--- config.mk ---
export PLATFORM = sky130hd
export DESIGN_NAME = gate_arbiter
export DESIGN_NICKNAME = d
export VERILOG_FILES = /design/src/rtl/gate_arb_pkg.sv /design/src/rtl/gate_arb_rr_pick.sv /design/src/rtl/gate_arbiter.sv
export SDC_FILE = /design/constraint.sdc
export NUM_CORES = 1
export LEC_CHECK = 0
export BUFFER_PORTS_ARGS = -buffer_cell sky130_fd_sc_hd__buf_2
export CORE_ASPECT_RATIO = 0.7
export CORE_MARGIN = 2
export CORE_UTILIZATION = 42
export DETAILED_ROUTE_END_ITERATION = 8
export PLACE_DENSITY = 0.82
export SYNTH_ARGS = -nofsm -noshare
export SYNTH_HDL_FRONTEND = slang
export SYNTH_HIERARCHICAL = 1
export SYNTH_SLANG_ARGS = --single-unit
--- constraint.sdc ---
create_clock -name CLK -period 1.4 [get_ports CLK]
set_clock_uncertainty 0.15 [all_clocks]
set_input_delay 0.07 -clock CLK [delete_from_list [all_inputs] [get_ports CLK]]
set_output_delay 0.07 -clock CLK [all_outputs]
set_load 0.005 [all_outputs]
--- src/rtl/gate_arb_pkg.sv ---
`default_nettype none
// +------------------------------------------------------------------+
// | gate_arb_pkg : shared FSM state type and gate opcodes            |
// | Rev 1.0                                                          |
// +------------------------------------------------------------------+
package gate_arb_pkg;

  typedef enum logic [1:0] {
    IDLE = 2'd0,
    LOAD = 2'd1,
    EXEC = 2'd2,
    RESP = 2'd3
  } state_t;

  localparam logic [1:0] OP_AND  = 2'b00;
  localparam logic [1:0] OP_OR   = 2'b01;
  localparam logic [1:0] OP_XOR  = 2'b10;
  localparam logic [1:0] OP_NAND = 2'b11;

endpackage
`default_nettype wire

--- src/rtl/gate_arb_rr_pick.sv ---
`default_nettype none
// +------------------------------------------------------------------+
// | gate_arb_rr_pick : combinational round-robin winner selection    |
// | Rev 1.0                                                          |
// +------------------------------------------------------------------+
module gate_arb_rr_pick #(
  parameter int NUM_REQ = 4,
  parameter int ID_W    = $clog2(NUM_REQ)
) (
  input  logic [NUM_REQ-1:0] req,
  input  logic [ID_W-1:0]    ptr,
  output logic [ID_W-1:0]    winner,
  output logic               any_req
);

  function automatic int wrap_idx(input int v);
    return (v >= NUM_REQ) ? (v - NUM_REQ) : v;
  endfunction

  // Scan from the farthest offset down so the requester nearest ptr wins.
  always_comb begin
    winner  = '0;
    any_req = |req;
    for (int i = NUM_REQ - 1; i >= 0; i--) begin
      if (req[ID_W'(wrap_idx(int'(ptr) + i))]) begin
        winner = ID_W'(wrap_idx(int'(ptr) + i));
      end
    end
  end

endmodule
`default_nettype wire

--- src/rtl/gate_arbiter.sv ---
`default_nettype none
// +------------------------------------------------------------------+
// | gate_arbiter : round-robin sequencer for a shared registered gate |
// | Optional GATE_ARB_OPSEL_EN adds OP port and AND/OR/XOR/NAND.      |
// | Rev 1.0                                                          |
// +------------------------------------------------------------------+
module gate_arbiter
  import gate_arb_pkg::*;
#(
  parameter int NUM_REQ = 4,
  parameter int W       = 8,
  parameter int ID_W    = $clog2(NUM_REQ)
) (
  input  logic                 CLK,
  input  logic                 RST,
  input  logic [NUM_REQ-1:0]   REQ,
  input  logic [NUM_REQ*W-1:0] OPA,
  input  logic [NUM_REQ*W-1:0] OPB,
`ifdef GATE_ARB_OPSEL_EN
  input  logic [NUM_REQ*2-1:0] OP,
`endif
  output logic [NUM_REQ-1:0]   GNT,
  output logic                 BUSY,
  output logic                 RES_VALID,
  output logic [ID_W-1:0]      RES_ID,
  output logic [W-1:0]         RESULT
);

  state_t               state_q, state_d;
  logic [ID_W-1:0]      ptr_q, ptr_d;
  logic [ID_W-1:0]      win_q, win_d;
  logic [NUM_REQ-1:0]   gnt_q, gnt_d;
  logic [W-1:0]         opa_q, opa_d;
  logic [W-1:0]         opb_q, opb_d;
  logic [W-1:0]         res_q, res_d;
  logic [ID_W-1:0]      res_id_q, res_id_d;
  logic [W-1:0]         gate_out;
  logic [ID_W-1:0]      pick_win;
  logic                 pick_any;
  logic [W-1:0]         opa_arr [NUM_REQ];
  logic [W-1:0]         opb_arr [NUM_REQ];

  for (genvar g = 0; g < NUM_REQ; g++) begin : g_unpack
    assign opa_arr[g] = OPA[g*W +: W];
    assign opb_arr[g] = OPB[g*W +: W];
  end

  gate_arb_rr_pick #(
    .NUM_REQ (NUM_REQ),
    .ID_W    (ID_W)
  ) u_pick (
    .req     (REQ),
    .ptr     (ptr_q),
    .winner  (pick_win),
    .any_req (pick_any)
  );

`ifdef GATE_ARB_OPSEL_EN
  logic [1:0] op_q, op_d;
  logic [1:0] op_arr [NUM_REQ];

  for (genvar g = 0; g < NUM_REQ; g++) begin : g_op_unpack
    assign op_arr[g] = OP[g*2 +: 2];
  end

  always_comb begin
    op_d = op_q;
    if (state_q == LOAD) op_d = op_arr[win_q];
  end

  always_ff @(posedge CLK) begin
    if (RST) op_q <= OP_AND;
    else     op_q <= op_d;
  end

  always_comb begin
    case (op_q)
      OP_OR:   gate_out = opa_q | opb_q;
      OP_XOR:  gate_out = opa_q ^ opb_q;
      OP_NAND: gate_out = ~(opa_q & opb_q);
      default: gate_out = opa_q & opb_q;
    endcase
  end
`else
  assign gate_out = opa_q & opb_q;
`endif

  always_comb begin
    state_d  = state_q;
    ptr_d    = ptr_q;
    win_d    = win_q;
    gnt_d    = '0;
    opa_d    = opa_q;
    opb_d    = opb_q;
    res_d    = res_q;
    res_id_d = res_id_q;
    case (state_q)
      IDLE, RESP: begin
        state_d = IDLE;
        if (pick_any) begin
          state_d = LOAD;
          win_d   = pick_win;
          gnt_d   = NUM_REQ'(1) << pick_win;
        end
      end
      LOAD: begin
        state_d = EXEC;
        opa_d   = opa_arr[win_q];
        opb_d   = opb_arr[win_q];
        ptr_d   = (win_q == ID_W'(NUM_REQ - 1)) ? '0 : win_q + 1'b1;
      end
      EXEC: begin
        state_d  = RESP;
        res_d    = gate_out;
        res_id_d = win_q;
      end
      default: state_d = IDLE;
    endcase
  end

  always_ff @(posedge CLK) begin
    if (RST) begin
      state_q  <= IDLE;
      ptr_q    <= '0;
      win_q    <= '0;
      gnt_q    <= '0;
      opa_q    <= '0;
      opb_q    <= '0;
      res_q    <= '0;
      res_id_q <= '0;
    end else begin
      state_q  <= state_d;
      ptr_q    <= ptr_d;
      win_q    <= win_d;
      gnt_q    <= gnt_d;
      opa_q    <= opa_d;
      opb_q    <= opb_d;
      res_q    <= res_d;
      res_id_q <= res_id_d;
    end
  end

  assign GNT       = gnt_q;
  assign BUSY      = (state_q != IDLE);
  assign RES_VALID = (state_q == RESP);
  assign RES_ID    = res_id_q;
  assign RESULT    = res_q;

endmodule
`default_nettype wire

Yosys cells after proc, flatten, opt, wreduce, memory -nomap -nowiden
Index checks and enable logic that the tools add are counted.

word-level totals
  register bits = 36
  bits of input ports = 70
  output and inout port bits = 16
  logic and storage cells = 69

operators by class
  add/subtract/negate cells = 8
  $lt $le $gt $ge = 9
  eq/ne operators = 4
  shifts and indexed selects = 1
  muxes and demuxes = 29
  bitwise logic cells = 4
  reductions and logical operators = 6

operators with widths
  cell                                                                          number
  8-bit binary-select mux with 2-bit select                                     2
  8-bit 2-to-1 mux                                                              4
  2-bit 2-to-1 mux                                                              9
  2-bit by 4-bit less-than comparator with 1-bit output, second input constant  4
  3-bit >= comparator, second input constant                                    4
  1-bit 2-to-1 mux                                                              9
  8-bit AND                                                                     1
  1-bit binary-select mux with 2-bit select                                     4
  2-bit by 1-bit subtractor with 2-bit output, second input constant            4
  2-bit by 2-bit adder with 3-bit output, second input constant                 2
  2-bit equality test, second input constant                                    3
  2-bit one-hot mux with 3 select lines                                         1
  4-bit OR reduction                                                            1
  1-bit by 2-bit left shift with 4-bit output, first input constant             1
  2-bit by 1-bit adder with 3-bit output, second input constant                 1
  2-bit by 3-bit >= comparator with 1-bit output, second input constant         1
  2-bit NOT with 3-bit output                                                   1
  3-bit OR reduction                                                            1
  2-bit by 1-bit adder with 2-bit output, second input constant                 1
  2-bit by 1-bit equality test with 1-bit output, second input constant         1
  2-bit zero test                                                               1
  1-bit NOT                                                                     2
  2-bit AND reduction                                                           1
  2-bit nonzero test                                                            1
  2-bit OR reduction                                                            1

Logic depth before layout (Yosys ltp)
Gate-level depths: netlist of the first run.

  word-level depth = 11
  gate-level depth with buffers = 6
  mapped depth without buffers = 5

Modules after synthesis
Netlist of the first run, hierarchy kept.

by module, submodules not included
  module            times used  cells each  area each (um^2)  sequential area each (um^2)
  gate_arbiter      1           150         1,761.7           720.7
  gate_arb_rr_pick  1           13          77.6              0.0

Worst setup path before layout of the first run
OpenSTA, ideal clock, no wires.

  path kind = register -> register
  start point = register win_q[0]
  end point = register opa_q[0]
  setup time = 128 ps
  arrival time = 1,269 ps
  data required time = 1,122 ps
  path slack = -146 ps
  cell stages (with the launch flop) = 6
  path buffers = 2
  period minus slack after synthesis = 1,546 ps
  path through = dfxtp_1 buf_6 buf_12 mux4_2 mux2i_1 nor2_1

between the ends
  word-level cells in the longest chain between the ends = 4

RTL lines
  item                                                 line                 source
  start, declared                                      gate_arbiter.sv:31   logic [ID_W-1:0] win_q, win_d;
  start signal, assigned                               gate_arbiter.sv:134  win_q <= win_d;
  2-bit NOT with 3-bit output (not written as such)    gate_arbiter.sv:108  opa_d = opa_arr[win_q];
  8-bit binary-select mux with 2-bit select            gate_arbiter.sv:108
  8-bit 2-to-1 mux (not written as such) (2 in a row)  gate_arbiter.sv:108
  end signal, assigned                                 gate_arbiter.sv:136  opa_q <= opa_d;
  end, declared                                        gate_arbiter.sv:33   logic [W-1:0] opa_q, opa_d;

No other way between the ends. The select of a mux whose other input is x is not followed.
A chain may end at the register's enable or synchronous reset.

Final worst setup path of the first run
  start point = register win_q[0]
  end point = register opb_q[0]

between the ends
  word-level cells in the longest chain between the ends = 4

RTL lines
  item                                                 line                 source
  2-bit NOT with 3-bit output (not written as such)    gate_arbiter.sv:109  opb_d = opb_arr[win_q];
  8-bit binary-select mux with 2-bit select            gate_arbiter.sv:109
  8-bit 2-to-1 mux (not written as such) (2 in a row)  gate_arbiter.sv:109
  end signal, assigned                                 gate_arbiter.sv:137  opb_q <= opb_d;
  end, declared                                        gate_arbiter.sv:34   logic [W-1:0] opb_q, opb_d;

No other way between the ends. The select of a mux whose other input is x is not followed.

==> results of run 1 <==
[layout by cell type, fill, tap and decap left out, drive strengths merged]
master and instances:
mux2i 23, nand2 3, a21oi 10, a211oi 2
mux4 16, nand2b 11, nor2b 1, nor4b 2
nor4 1, clkbuf 9, nor3b 1, nor4bb 1
buf 103, inv 3, dfxtp 36, nand3 8
nor2 27, ha 5
[stage by stage]
step	instance area, um^2	worst slack [ns]
2_1_floorplan	1869	-0.1259
6_report	2658	-0.1386
4_1_cts	2560	-0.1398
5_1_grt	2658	-0.2151
3_3_place_gp	2406	-0.1096
3_5_place_dp	2406	-0.1423
[timing repair]
item	CTS	global route
endpoints found under the setup margin	20	33
cloned	1	3
setup buffers	2	1
resized for setup	18	10
pin swaps	4	1
[routing by layer]
layer	vias up	global-route usage (%)	wire length (um)
met5	-	0	0
met4	0	7.963	85
met3	9	7.103	339
met2	77	29.15	2111
met1	755	23.20	2092
li1	782	-	-
[flip-flops by register name, indices dropped and copies added (netlist names)]
name	cells
RESULT	8
win_q	2
GNT	4
ptr_q	2
opb_q	8
opa_q	8
RES_ID	2
state_q	2
[worst min path at each step]
stage	from	to	slack [ns]	cells past startpoint
6_report	RST	opa_q[1]$_SDFFE_PP0N_	0.08	2
5_1_grt	RST	opa_q[5]$_SDFFE_PP0N_	0.09	2
4_1_cts	RST	opa_q[1]$_SDFFE_PP0N_	0.07	2
3_5_place_dp	REQ[0]	GNT[3]$_SDFF_PP0_	0.30	3
3_3_place_gp	REQ[0]	GNT[3]$_SDFF_PP0_	0.30	3
2_1_floorplan	REQ[0]	GNT[3]$_SDFF_PP0_	0.15	2
[power breakdown]
group	switching, W	internal (W)	leakage, nW
clock network	0.000343	0.000438	0.0503
registers	0.000157	0.00126	0.296
logic	0.000901	0.00135	0.815
[worst reg2reg max path, cell delays in order (launching register included)]
cell and delay [ns]:
dfxtp_4 0.40, buf_12 0.14, mux4_1 0.54, mux2i_1 0.14
nor2_1 0.06
[cell type report]
| type | instances | area [um^2] | share of cell area, % |
|---|---|---|---|
| flip-flops and latches | 36 | 729.5 | 27.45 |
| clock buffers | 7 | 96.34 | 3.625 |
| repair buffers | 105 | 686.9 | 25.85 |
| multi-input cells | 111 | 1065 | 40.07 |
| well taps | 55 | 68.82 | 2.589 |
| inverters | 3 | 11.26 | 0.4237 |
[cell families after synthesis]
logic type      Yosys count
fa+ha+maj                 5
compound gates           12
flops                    36
buf+inv                  16
mux                      39
simple gates             55
==> metrics, run 1 <==
status=finished with violations; failing checks=setup timing; ys async rst share=0%; Die W=83.10 um; Final Util=62.11%; Commonest cells post-synth=dfxtp_1, nor2_1, mux2i_1, nand2b_1, a21oi_1; largest net degree at the start of global routing=29; Wirelength per Cell=14.60 um; Post-synth EDFFs=0; critical path startpoint category=flop; Clock Latency Late Sink=0.28 ns; GRT Util Overall=18.52%; Final Hold Viols=0; cell count after synthesis=163; layout cells sized above 1=54.96%; Area contributors post-synth=dfxtp_1, mux4_1, mux2i_1; CP startpoint=win_q[0]$_SDFFE_PP0P_; Post-synth top flop=dfxtp_1; Vias=1,623; DP HPWL=3.117 mm; CP endpoint=opb_q[0]$_SDFFE_PP0N_; CP Data Arrival Time=1.56 ns; clk slew on worst S/H paths=0.07 ns; Synth Warn #=6; clock root cell=clkbuf_8; DRT Wirelength=4.628 mm; endpoint class of the critical path=flop; Hold Crit Class=primary input to flop; main combinational cell family by area after synthesis=multiplexers; grt ovf=0; H-tree depth=2; Worst VDD drop=0.8309 mV; cell family with most CP delay=multiplexers; Max stage delay cell, worst path=mux4_1; final hold slack=0.08275 ns; Post-Synth Simple-Gate Area=14.63%; Tightest Pin Transition=0.4998 ns; WP depth=4; cell breakdown of the critical path=buf_12 -> mux4_1 -> mux2i_1 -> nor2_1; Netlist Area Pre-Place=1839 um^2; RR Endpoint=opb_q[0]$_SDFFE_PP0N_; Worst R2R Path Depth=4; syn_nets=238; total power=0.004455 W; synthesized flop and latch total=36; mux contribution to synthesized area=33.95%; Leakage=1.161 nW; placed insts=304; drc violations=0; pwr/cell area=1676 nW/um^2; slew margin rel.=66.68%; Max Cap Violations=0; initial core utilization=42.98%; Setup Crit Path Kind=flop to flop; # hold bufs at CTS=0; CP required=1.42 ns; Unique masters post-synth=24; Syn Area/Cell=11.28 um^2; CTS Sinks=36; initial antenna violation count=0; Final TNS setup=-1.732 ns; Starting DRT DRC Count=103; Slew Limit Fails=0; crit path max fanout=6; nets=337; synthesis-to-layout area growth=44.49%; first-pass GRT wire length=6.886 mm; Die ar.=4933 um^2; Post-Synth Adder-Cell Area=3.401%; post-route ant nets=0; Tcrit/Tclk final=109.9%; xor-xnor portion of the synthesized cell area=0%; port buffer count=85; Worst Path Buf+Inv=1; delay of the slowest critical-path stage=0.54 ns; fill count=361; clk buf depth=2; RSZ-0062 raised after global routing=true; share of the synthesized area in the top cell type=39.18%; crit path time final=1.539 ns; drt pass-1 iters=4; via/cell ratio=5.120; # setup viols final=18; core box area=4279 um^2; sequential area share after synthesis=39.18%; fmax=650.0 MHz; FP Rows=20; antenna cells=0; Post-Layout Cell Count=317; Final WS setup=-0.1386 ns; I/O pin total=86; routability cong.=0.7025; FF-to-FF Start=win_q[0]$_SDFFE_PP0P_; vias in the first global route=1,452; top-count cell post-synth=dfxtp_1; CTS Buf Count=5; R2R Setup Slk=-0.14 ns; Compound-Gate Fraction of Synth Area=3.810%; die height=59.37 um; CTS tree=done; Yosys top cell by area=dfxtp_1
(Power assumes the default switching activity.)
==> run 2: changes to the inputs <==
--- a/config.mk
+++ b/config.mk
@@ -13,5 +13,4 @@
 export PLACE_DENSITY = 0.82
 export SYNTH_ARGS = -nofsm -noshare
 export SYNTH_HDL_FRONTEND = slang
-export SYNTH_HIERARCHICAL = 1
 export SYNTH_SLANG_ARGS = --single-unit
==> metrics, run 2 <==
Die ar.=4895 um^2; Leakage=1.157 nW; total power=0.004427 W; commonest non-fill, non-tap cells in the layout=buf_2, dfxtp_1, nor2_1, mux2i_1, mux4_2; Tcrit/Tclk final=108.4%; placed insts=308; Max Cap Violations=0; # setup viols final=16; Yosys top cell by area=dfxtp_1; delay of the slowest critical-path stage=0.54 ns; Reg area=730.7 um^2; clock root cell=clkbuf_8; top-count cell post-synth=dfxtp_1; layout cells sized above 1=53.79%; DP HPWL=3.114 mm; port buffer count=85; Syn Area/Cell=11.19 um^2; Starting DRT DRC Count=73; most common cell after layout, fill and taps aside=buf_2; Die W=82.77 um; initial antenna violation count=0; nets=338; synthesized flop and latch total=36; Final Hold Viols=0; CP Data Arrival Time=1.55 ns; Synth Warn #=0; vias in the first global route=1,404; antenna cells=0; share of the synthesized area in the top cell type=39.51%; Final WS setup=-0.1180 ns; core box area=4254 um^2; cell breakdown of the critical path=buf_12 -> mux4_1 -> mux2i_1 -> nor2_1; syn_nets=238; Netlist Area Pre-Place=1824 um^2; Tightest Pin Transition=0.4267 ns; largest net degree at the start of global routing=20; Worst VDD drop=0.7393 mV; endpoint class of the critical path=flop; CTS Buf Count=5; GRT Util Overall=17.59%; fill count=378; critical path startpoint category=flop; synthesis-to-layout area growth=44.44%; crit path time final=1.518 ns; Wirelength per Cell=13.10 um; routability cong.=0.7490; via/cell ratio=4.975; I/O pin total=86; CP required=1.43 ns; die height=59.14 um; Clock Latency Late Sink=0.28 ns; CTS tree=done; Area contributors post-synth=dfxtp_1, mux4_1, mux2i_1; Hold Crit Class=primary input to flop; Post-synth top flop=dfxtp_1; crit path max fanout=9; Unique masters post-synth=27; first-pass GRT wire length=6.313 mm; clk slew on worst S/H paths=0.07 ns; cell count after synthesis=163; Vias=1,587; slew margin rel.=71.29%; initial core utilization=42.88%; drt pass-1 iters=4; sequential area share after synthesis=39.51%; H-tree depth=2; Post-Layout Cell Count=319; pwr/cell area=1680 nW/um^2; Commonest cells post-synth=dfxtp_1, nor2_1, mux2i_1, a21oi_1; CTS Sinks=36; DRT Wirelength=4.179 mm; Worst R2R Path Depth=4; Multi-input gate area=1076 um^2; Hold Crit Depth=4; drc violations=0; ys async rst share=0%; Max stage delay cell, worst path=mux4_1; grt ovf=0; clk buf depth=2; post-route ant nets=0; fmax=658.8 MHz; failing checks=setup timing; Setup Crit Path Kind=flop to flop; Post-synth EDFFs=0; RSZ-0062 raised after global routing=true; status=finished with violations; FP Rows=20; Slew Limit Fails=0
run 2: cell count changes after synthesis, sizes merged, moves of 2 or more:
cell    delta
nand2b     -2
nor3       +2
nor2       -3
mux2i      -2
a211oi     -2
nor4b      -2
run 2: path summary, 6_finish.rpt:
path	startpoint	endpoint	slack [ns]
worst min register to register	RESULT[3]$_SDFFE_PP0P_	RESULT[3]$_SDFFE_PP0P_	0.32
worst min-delay path	OPB[28]	opb_q[4]$_SDFFE_PP0N_	0.08
worst max-delay path	win_q[0]$_SDFFE_PP0P_	opa_q[1]$_SDFFE_PP0N_	-0.12
worst max register to register	win_q[0]$_SDFFE_PP0P_	opa_q[1]$_SDFFE_PP0N_	-0.12
run 2: cell families after synthesis:
family | Yosys count | share of synthesized area [%]
AND/OR/NAND/NOR | 55 | 14.68
multiplexers | 37 | 33.13
buffers and inverters | 15 | 4.732
adder cells (fa/ha/maj) | 5 | 3.429
flip-flops | 36 | 39.51
AO/OA/AOI/OAI | 15 | 4.527
run 2: worst max-delay path: cells and delay by family (launching register included):
family / cells / cell delay [ns]
muxes: 2 / 0.70
and+or+nand+nor: 1 / 0.05
buffers and inverters: 1 / 0.14
DFF: 1 / 0.38
run 2: metal layers:
layer / routed length, um / GRT usage (%) / up-vias
li1: - / - / 790
met1: 1800 / 21.88 / 727
met2: 1984 / 28.92 / 60
met3: 308 / 4.726 / 10
met4: 85 / 7.728 / 0
met5: 0 / 0 / -
run 2: cell type report:
cell class                 count  area share [%]
clock buffer                   6           2.754
clock inverter                 2           1.330
inverter                       4          0.5698
multi-input combinational    112           40.84
sequential                    36           27.73
tap                           55           2.612
timing repair buffer         104           24.17
run 2: power breakdown:
| group | switching, W | internal (W) | total [W] |
|---|---|---|---|
| clock network | 0.000351 | 0.000528 | 0.000879 |
| registers | 0.000136 | 0.00127 | 0.00141 |
| logic | 0.000881 | 0.00126 | 0.00214 |
run 2: what timing repair did:
item,CTS,global route
hold buffers,1,0
hold endpoints to repair,4,0
setup endpoints to repair,22,32
setup buffers,0,1
resized for setup,18,9
cloned,0,1
pin swaps,2,9
run 2: metrics by stage:
stage / hold slack [ns] / setup WS (ns) / setup TNS, ns / utilization, % / instance area (um^2)
3_5_place_dp: 0.2776 / -0.1662 / -1.780 / 57.15 / 2431
6_report: 0.07573 / -0.1180 / -1.066 / 61.94 / 2635
5_1_grt: 0.08329 / -0.1741 / -2.019 / 61.94 / 2635
4_1_cts: 0.05142 / -0.1184 / -1.229 / 60.09 / 2556
3_3_place_gp: 0.2776 / -0.09615 / -1.157 / 57.15 / 2431
2_1_floorplan: -0.004395 / -0.1249 / -1.314 / - / 1863
==> run 3: changes to the inputs <==
--- a/config.mk
+++ b/config.mk
@@ -6,9 +6,11 @@
 export NUM_CORES = 1
 export LEC_CHECK = 0
 export BUFFER_PORTS_ARGS = -buffer_cell sky130_fd_sc_hd__buf_2
+export CELL_PAD_IN_SITES_DETAIL_PLACEMENT = 1
+export CELL_PAD_IN_SITES_GLOBAL_PLACEMENT = 1
 export CORE_ASPECT_RATIO = 0.7
 export CORE_MARGIN = 2
-export CORE_UTILIZATION = 42
+export CORE_UTILIZATION = 31
 export DETAILED_ROUTE_END_ITERATION = 8
 export PLACE_DENSITY = 0.82
 export SYNTH_ARGS = -nofsm -noshare
==> constraint.sdc (replaced) <==
create_clock -name CLK -period 1.4 [get_ports CLK]
set_clock_uncertainty 0.15 [all_clocks]
set_input_delay 0.07 -clock CLK [delete_from_list [all_inputs] [get_ports CLK]]
set_output_delay 0.07 -clock CLK [all_outputs]
set_load 0.01 [all_outputs]
==> metrics, run 3 (same netlist as run 2, synthesis figures left out) <==
antenna cells=0; drt pass-1 iters=4; first-pass GRT wire length=7.810 mm; initial antenna violation count=0; Reg area=728.2 um^2; initial core utilization=32.02%; GRT Util Overall=16.00%; core box area=5698 um^2; CTS tree=done; post-route ant nets=0; Tcrit/Tclk final=111.4%; CP Data Arrival Time=1.57 ns; Final Hold Viols=0; Leakage=1.137 nW; delay of the slowest critical-path stage=0.50 ns; Starting DRT DRC Count=53; CTS Buf Count=5; # setup viols final=20; Die W=95.69 um; die height=68.18 um; Final WS setup=-0.1600 ns; Worst VDD drop=0.5641 mV; CP startpoint=win_q[0]$_SDFFE_PP0P_; synthesis-to-layout area growth=44.72%; port buffer count=85; CP required=1.41 ns; drc violations=0; DP Area=2461 um^2; Clock Latency Late Sink=0.28 ns; crit path max fanout=5; Hold Crit Class=primary input to flop; post-route cell area=2640 um^2; DRT Wirelength=5.401 mm; Die ar.=6524 um^2; layout cells sized above 1=53.03%; clk buf depth=2; Multi-input gate area=1054 um^2; commonest non-fill, non-tap cells in the layout=buf_2, dfxtp_1, nor2_1, mux2i_1, mux4_2; hold path start=OPB[23]; slew margin rel.=77.79%; endpoint class of the critical path=flop; pwr/cell area=1676 nW/um^2; failing checks=setup timing; largest net degree at the start of global routing=33; placed insts=327; CTS Sinks=36; Setup Crit Path Kind=flop to flop; fill count=673; total power=0.004425 W; nets=338; fmax=641.0 MHz; DP HPWL=3.905 mm; Wirelength per Cell=15.93 um; most common cell after layout, fill and taps aside=buf_2; Post-Layout Cell Count=339; routability cong.=0.7101; I/O pin total=86; Vias=1,648; FF-to-FF Start=win_q[0]$_SDFFE_PP0P_; status=finished with violations; Slew Limit Fails=0; crit path time final=1.560 ns; vias in the first global route=1,731; final hold slack=0.08873 ns; cell breakdown of the critical path=clkbuf_16 -> mux4_2 -> mux2i_1 -> nor2_1; critical path startpoint category=flop; Tightest Pin Transition=0.3300 ns; RSZ-0062 raised after global routing=true; grt ovf=0; FP Rows=23; via/cell ratio=4.861; H-tree depth=2; Final TNS setup=-1.741 ns; clock root cell=clkbuf_8; Max stage delay cell, worst path=mux4_2; clk slew on worst S/H paths=0.07 ns; Max Cap Violations=0
run 3: timing repair:
action,CTS,global route
endpoints found under the hold margin,5,0
cloned,0,2
hold buffers,1,0
pin swaps,2,4
setup buffers,1,0
resized for setup,13,8
setup endpoints to repair,29,26
run 3: metal layers:
metal,routed length (um),track usage (%),vias to the layer above
met5,0,0,-
met4,41,4.821,0
met3,325,4.736,5
met2,2724,28.93,50
met1,2310,18.45,806
li1,-,-,787
run 3: critical path: cells and delay by family, from the launching register on:
kind,cells,cell delay [ns]
multiplexers,2,0.68
buffers and inverters,1,0.16
AND/OR/NAND/NOR,1,0.06
flip-flops,1,0.39
run 3: layout make-up:
class	count	share of cell area (%)
Clock buffer	8	3.412
Timing Repair Buffer	104	24.98
Multi-Input combinational cell	112	39.91
Sequential cell	36	27.58
Tap cell	75	3.555
Inverter	4	0.5687
run 3: where the power goes:
part | switching [W] | internal [W] | leakage [nW]
Sequential | 0.000151 | 0.00127 | 0.295
Clock | 0.000359 | 0.000401 | 0.0455
Combinational | 0.000953 | 0.00129 | 0.796
Total | 0.00146 | 0.00296 | 1.14
run 3: metrics by stage:
stage / utilization [%] / worst slack [ns]
3_3_place_gp: 43.19 / -0.1240
6_report: 46.33 / -0.1600
4_1_cts: 44.99 / -0.1421
5_1_grt: 46.33 / -0.1995
2_1_floorplan: - / -0.1249
3_5_place_dp: 43.19 / -0.2041
run 3: final timing paths:
path	endpoint	depth (start not counted)	slack, ns
max	opa_q[5]$_SDFFE_PP0N_	4	-0.16
min	opb_q[7]$_SDFFE_PP0N_	4	0.09
max reg2reg	opa_q[5]$_SDFFE_PP0N_	4	-0.16
min reg2reg	RESULT[2]$_SDFFE_PP0P_	2	0.32
